===== src/rtl/alu_multiply_sequencer.sv =====
// ---------------------------------------------------------------------------
// alu_multiply_sequencer
//
// Multi-cycle unsigned 16x16->32 shift-and-add multiplier. The block has no
// adder or shifter of its own. It keeps the partial product (P), the shifted
// multiplicand (M), the multiplier (Q) and an iteration counter. Every add
// and every shift is issued to an external 32-bit ALU, and the ALU's
// registered result is collected one cycle later.
//
// Ports:
//   Clock      in   1   system clock, rising edge
//   Reset      in   1   synchronous, active-high reset
//   Start      in   1   request; sampled only while idle
//   MulA       in  16   multiplicand (unsigned), captured on accept
//   MulB       in  16   multiplier (unsigned), captured on accept
//   AluOut     in  32   ALU result, valid the cycle after an issue
//   AluA       out 32   ALU operand A
//   AluB       out 32   ALU operand B
//   AluFunSel  out  5   ALU function select
//   AluWF      out  1   ALU flag-write enable, always 0
//   Busy       out  1   operation in progress
//   Done       out  1   one-cycle pulse, Product valid while high
//   Product    out 32   result, held until the next result is written
//
// Every output except the constant AluWF comes straight from a flop. The
// values are computed from the next state, so each output lines up with the
// state it belongs to. The ALU operands are therefore on the bus during the
// ADD_I/SHL_I cycle, and the ALU result arrives during ADD_C/SHL_C.
// ---------------------------------------------------------------------------
module alu_multiply_sequencer #(
    parameter int ITER = 16
) (
    input  logic        Clock,
    input  logic        Reset,
    input  logic        Start,
    input  logic [15:0] MulA,
    input  logic [15:0] MulB,
    input  logic [31:0] AluOut,
    output logic [31:0] AluA,
    output logic [31:0] AluB,
    output logic [4:0]  AluFunSel,
    output logic        AluWF,
    output logic        Busy,
    output logic        Done,
    output logic [31:0] Product
);

    // ALU function codes used by the sequencer
    localparam logic [4:0] FUN_ADD  = 5'b10100;  // 32-bit A+B
    localparam logic [4:0] FUN_SHL  = 5'b11011;  // 32-bit logical shift left of A
    localparam logic [4:0] FUN_PASS = 5'b10000;  // pass A, idle code

    // Counter value of the final iteration
    localparam logic [3:0] LAST_CNT = 4'(ITER - 1);

    typedef enum logic [2:0] {
        ST_IDLE  = 3'd0,
        ST_BIT   = 3'd1,
        ST_ADD_I = 3'd2,
        ST_ADD_C = 3'd3,
        ST_SHL_I = 3'd4,
        ST_SHL_C = 3'd5,
        ST_DONE  = 3'd6
    } state_t;

    state_t      r_state;
    state_t      w_next_state;

    logic [31:0] r_p;         // partial product
    logic [31:0] r_m;         // shifted multiplicand
    logic [15:0] r_q;         // multiplier, consumed LSB first
    logic [3:0]  r_cnt;       // completed iterations

    logic [31:0] r_alu_a;
    logic [31:0] r_alu_b;
    logic [4:0]  r_alu_fun;
    logic        r_busy;
    logic        r_done;
    logic [31:0] r_product;

    logic        w_accept;
    logic [31:0] w_issue_a;
    logic [31:0] w_issue_b;
    logic [4:0]  w_issue_fun;
    logic        w_busy_next;
    logic        w_done_next;

    // Accept a request only while idle. Start in any other state is ignored.
    assign w_accept = (r_state == ST_IDLE) && Start;

    // State register
    always_ff @(posedge Clock) begin
        if (Reset) begin
            r_state <= ST_IDLE;
        end else begin
            r_state <= w_next_state;
        end
    end

    // Next-state logic
    always_comb begin
        w_next_state = r_state;
        case (r_state)
            ST_IDLE: begin
                if (Start) begin
                    w_next_state = ST_BIT;
                end else begin
                    w_next_state = ST_IDLE;
                end
            end
            ST_BIT: begin
                if (r_q[0]) begin
                    w_next_state = ST_ADD_I;
                end else begin
                    w_next_state = ST_SHL_I;
                end
            end
            ST_ADD_I: w_next_state = ST_ADD_C;
            ST_ADD_C: w_next_state = ST_SHL_I;
            ST_SHL_I: w_next_state = ST_SHL_C;
            ST_SHL_C: begin
                // All ITER iterations always run. There is no early exit on Q==0.
                if (r_cnt == LAST_CNT) begin
                    w_next_state = ST_DONE;
                end else begin
                    w_next_state = ST_BIT;
                end
            end
            ST_DONE: w_next_state = ST_IDLE;
            default: w_next_state = ST_IDLE;
        endcase
    end

    // ALU issue decode for the state being entered. P and M are stable on
    // every edge that enters ADD_I or SHL_I, so sampling them here is safe.
    always_comb begin
        w_issue_a   = 32'd0;
        w_issue_b   = 32'd0;
        w_issue_fun = FUN_PASS;
        case (w_next_state)
            ST_ADD_I: begin
                w_issue_a   = r_p;
                w_issue_b   = r_m;
                w_issue_fun = FUN_ADD;
            end
            ST_SHL_I: begin
                w_issue_a   = r_m;
                w_issue_b   = 32'd0;
                w_issue_fun = FUN_SHL;
            end
            default: begin
                w_issue_a   = 32'd0;
                w_issue_b   = 32'd0;
                w_issue_fun = FUN_PASS;
            end
        endcase
    end

    // Status decode for the state being entered
    always_comb begin
        w_busy_next = 1'b0;
        w_done_next = 1'b0;
        case (w_next_state)
            ST_BIT, ST_ADD_I, ST_ADD_C, ST_SHL_I, ST_SHL_C: begin
                w_busy_next = 1'b1;
                w_done_next = 1'b0;
            end
            ST_DONE: begin
                w_busy_next = 1'b0;
                w_done_next = 1'b1;
            end
            default: begin
                w_busy_next = 1'b0;
                w_done_next = 1'b0;
            end
        endcase
    end

    // Multiply datapath: load on accept, collect ALU results in ADD_C/SHL_C
    always_ff @(posedge Clock) begin
        if (Reset) begin
            r_p   <= 32'd0;
            r_m   <= 32'd0;
            r_q   <= 16'd0;
            r_cnt <= 4'd0;
        end else if (w_accept) begin
            r_p   <= 32'd0;
            r_m   <= {16'd0, MulA};
            r_q   <= MulB;
            r_cnt <= 4'd0;
        end else if (r_state == ST_ADD_C) begin
            // ALU carry-out is ignored. The final product always fits in 32 bits.
            r_p   <= AluOut;
        end else if (r_state == ST_SHL_C) begin
            r_m   <= AluOut;
            r_q   <= {1'b0, r_q[15:1]};
            r_cnt <= r_cnt + 4'd1;
        end else begin
            r_p   <= r_p;
            r_m   <= r_m;
            r_q   <= r_q;
            r_cnt <= r_cnt;
        end
    end

    // Registered ALU request and status outputs
    always_ff @(posedge Clock) begin
        if (Reset) begin
            r_alu_a   <= 32'd0;
            r_alu_b   <= 32'd0;
            r_alu_fun <= FUN_PASS;
            r_busy    <= 1'b0;
            r_done    <= 1'b0;
        end else begin
            r_alu_a   <= w_issue_a;
            r_alu_b   <= w_issue_b;
            r_alu_fun <= w_issue_fun;
            r_busy    <= w_busy_next;
            r_done    <= w_done_next;
        end
    end

    // Result register. P is final after the last SHL_C, so it is captured
    // on the edge into DONE, in the same cycle that Done rises.
    always_ff @(posedge Clock) begin
        if (Reset) begin
            r_product <= 32'd0;
        end else if (w_done_next) begin
            r_product <= r_p;
        end else begin
            r_product <= r_product;
        end
    end

    assign AluA      = r_alu_a;
    assign AluB      = r_alu_b;
    assign AluFunSel = r_alu_fun;
    assign AluWF     = 1'b0;
    assign Busy      = r_busy;
    assign Done      = r_done;
    assign Product   = r_product;

endmodule

===== config.mk =====
export PLATFORM = sky130hd
export DESIGN_NAME = alu_multiply_sequencer
export DESIGN_NICKNAME = d
export VERILOG_FILES = /design/src/rtl/alu_multiply_sequencer.sv
export SDC_FILE = /design/constraint.sdc
export NUM_CORES = 1
export LEC_CHECK = 0
export CORE_ASPECT_RATIO = 0.7
export CORE_MARGIN = 3
export CORE_UTILIZATION = 49
export CTS_CLUSTER_SIZE = 40
export DETAILED_ROUTE_END_ITERATION = 8
export PLACE_DENSITY = 0.8
export SLEW_MARGIN = 20
export SYNTH_ARGS = -nofsm -noshare
export SYNTH_HDL_FRONTEND = slang
export SYNTH_SLANG_ARGS = --single-unit

===== constraint.sdc =====
create_clock -name Clock -period 2.25 [get_ports Clock]
set_clock_uncertainty 0.1 [all_clocks]
set_input_delay 0.45 -clock Clock [delete_from_list [all_inputs] [get_ports Clock]]
set_output_delay 0.45 -clock Clock [all_outputs]
set_load 0.005 [all_outputs]

==> results.yml <==
status:
  status: "complete, no violations"
cells_and_area:
  fillers: 1093
  areaGrowthSynthToFinish_pct: 35.1
  final_cell_count_no_fill: 1100
  fin_util_pct: 68.6
  nNetsFinal: 970
  drive_above_1_share_pct: 6.56
  antenna_cells: 0
floorplan:
  ioPinCount: 171
  coreArea_mm2: 0.0134
  die_x_um: 147
  initial_core_util_pct: 50.7
  die_y_um: 104
  floorplan.die_area_mm2: 0.0153
  fp-row-count: 35
sta:
  finalSetupViolations: 0
  finalCritPeriodShare_pct: 83.4
  final_max_slew_viol_count: 0
  max_slew_margin_pct: 57.1
  max_freq_mhz: 533
  finalSetupTns_ns: 0
  finalHoldViolCount: 0
  period_minus_slack_ns: 1.88
  rsz0062_at_grt: "no"
  worstMarginPinSlew_ns: 0.643
global_route:
  grt_pass1_wl_um: 27900
  grt_use_total_pct: 22.6
  grt_pass1_vias: 5355
  antenna_found_initial: 0
  overflow: 0
  grt_start_max_net_pins: 56
synthesis:
  synth_top_family_by_area: "simple AND/OR/NAND/NOR gates"
  synth.top_cell.area_share_pct: 55.3
  async_flop_share_pct: 0
  ys_seq_elements: 187
  synthesis.instances: 762
  synth-simple-area-share_pct: 22.2
  synth.most_common_cell: "dfxtp_1"
  synth_common_cells: "187 x dfxtp_1, 160 x nand2_1, 66 x o21ai_0, 53 x a21oi_1, 39 x clkbuf_1"
  avgSynthCellArea_um2: 8.89
  yosysWarnings: 0
  synth_compound_area_share_pct: 17.5
  synth_adder_area_share_pct: 0.185
  synth-edff-count: 0
  ys_seq_area_share_pct: 55.3
  syn_area_mm2: 0.00678
  synth_area_leader_cell: "dfxtp_1"
  ys_types: 35
  synth_xor_area_share_pct: 0.129
  synth_top_flop_cell: "dfxtp_1"
  synthTopCellsByArea: "dfxtp_1 55%, nand2_1 8.9%, o21ai_0 4.9%, a22o_1 4.1%, a311oi_1 4.1%"
  syn-num-nets: 830
  synthMuxAreaShare_pct: 0
worst_setup_path:
  crit_type: "register to primary output"
  cp_slowest_cell: "clkdlybuf4s50_1"
  cp_max_fo: 2
  path_delay_family: "buffers and inverters"
  cp-end-kind: "primary output"
  slowest_delay_ns: 0.59
  cp-start-kind: "register"
  worstPathRequired_ns: 1.70
  crit_chain: "clkdlybuf4s50_1"
  path_buf_inv: 1
  rr_endpoint: "r_m[9]"
  r2r_cells: 4
  critPathArrivalTime_ns: 1.33
  reg2reg_setup_slack_ns: 0.41
  r2r_start: "r_state[0]"
pwr:
  power_mw: 6.95
  power_leakage_nw: 3.20
  ir_worst_vdd_uv: 603
  power_density_mw_per_mm2: 759
clock_network:
  clock_latency_ns: 0.42
  cts-buffers-inserted: 17
  cts_tree: "yes"
  postCtsSetupRepairBufs: 0
  ctsHtreeMaxLevel: 4
  post_cts_resized: 0
  cts_root_buffer: "clkbuf_16"
  cts_hold_buffers: 0
  cts_max_path_buffers: 2
  clkTransAtPathRegs_ns: 0.07
  clock_sink_count: 187
detailed_routing:
  via_per_inst: 5.24
  num_vias: 5762
  ant_nets: 0
  first_iter_violations: 319
  drc: 0
  first_pass_iters: 5
  wl_um: 17400
  wl_per_cell_um: 15.8
hold_path:
  hp-class: "input port to register"
  hold_start: "Reset"
  hold_end: "Done"
  min_path_cells: 2
place:
  place_congestion: 0.758
  port_buffers: 168
  dp.cells: 1068
  hpwl_um: 11300
flow_run:
  drv_cap: 0
-- registers in the layout, indices dropped and copies added (netlist names) --
name       count
AluA          32
r_m           32
AluFunSel      2
r_p           32
Busy           1
Done           1
Product       32
AluB          32
r_q           16
r_cnt          4
r_state        3
-- worst max path at each step --
stage	startpoint	to	slack (ns)	cells past startpoint
after global placement	Start	r_q[15]	0.09	4
after detailed placement	Start	r_q[5]	0.03	4
after floorplan	r_cnt[0]	Product[23]	0.56	6
final	Product[1]	Product[1]	0.37	1
after global routing	r_state[0]	Product[3]	0.23	3
after CTS	Product[1]	Product[1]	0.35	1
-- power by group --
part           internal, mW  leakage (nW)  switching [mW]  total (mW)
registers              3.42          1.51          0.0785        3.50
logic                 0.293          1.42           0.330       0.623
clock network          1.46         0.271            1.36        2.83
total                  5.18          3.20            1.77        6.95
-- per-stage QoR --
step	hold slack (ns)	setup slack [ns]	area (um^2)
2_1_floorplan	0.345	0.556	6780
3_3_place_gp	0.354	0.0916	8600
3_5_place_dp	0.358	0.0327	8600
4_1_cts	0.294	0.348	9160
5_1_grt	0.321	0.234	9160
6_report	0.307	0.374	9160
-- cell type report --
class                      instances  area (um^2)  share of cell area [%]
clock inverter                    14          129                    1.41
inverter                           1         3.75                  0.0410
sequential                       187         3740                    40.9
timing repair buffer             190         1880                    20.6
clock buffer                      18          429                    4.69
tap                              185          231                    2.53
multi-input combinational        505         2740                    29.9
-- cell families after synthesis --
family,count (synthesis)
compound gates,187
xor+xnor,1
fa+ha+maj,1
buf+inv,70
flops,187
other cells,2
simple gates,314
-- routing by layer --
metal	wire [um]	track usage, %	up-vias
li1	-	-	2842
met1	8320	32.0	2697
met2	7690	34.2	203
met3	1130	5.10	20
met4	259	7.38	0
met5	0	0	-
-- placed cells by master, fill, tap and decap left out, types with 4 or more instances in the layout --
cell / synthesis / layout
a21oi_1: 53 / 53
a22o_1: 32 / 32
a311oi_1: 32 / 32
and2_1: 32 / 32
buf_4: 4 / 20
clkbuf_16: 0 / 17
clkdlybuf4s50_1: 0 / 167
clkinv_4: 0 / 4
dfxtp_1: 187 / 187
inv_8: 0 / 5
nand2_1: 160 / 160
nand2b_1: 36 / 35
nor2_1: 35 / 35
nor2b_1: 33 / 33
o21ai_0: 66 / 66
No activity file was read; power rests on OpenSTA's default activity.
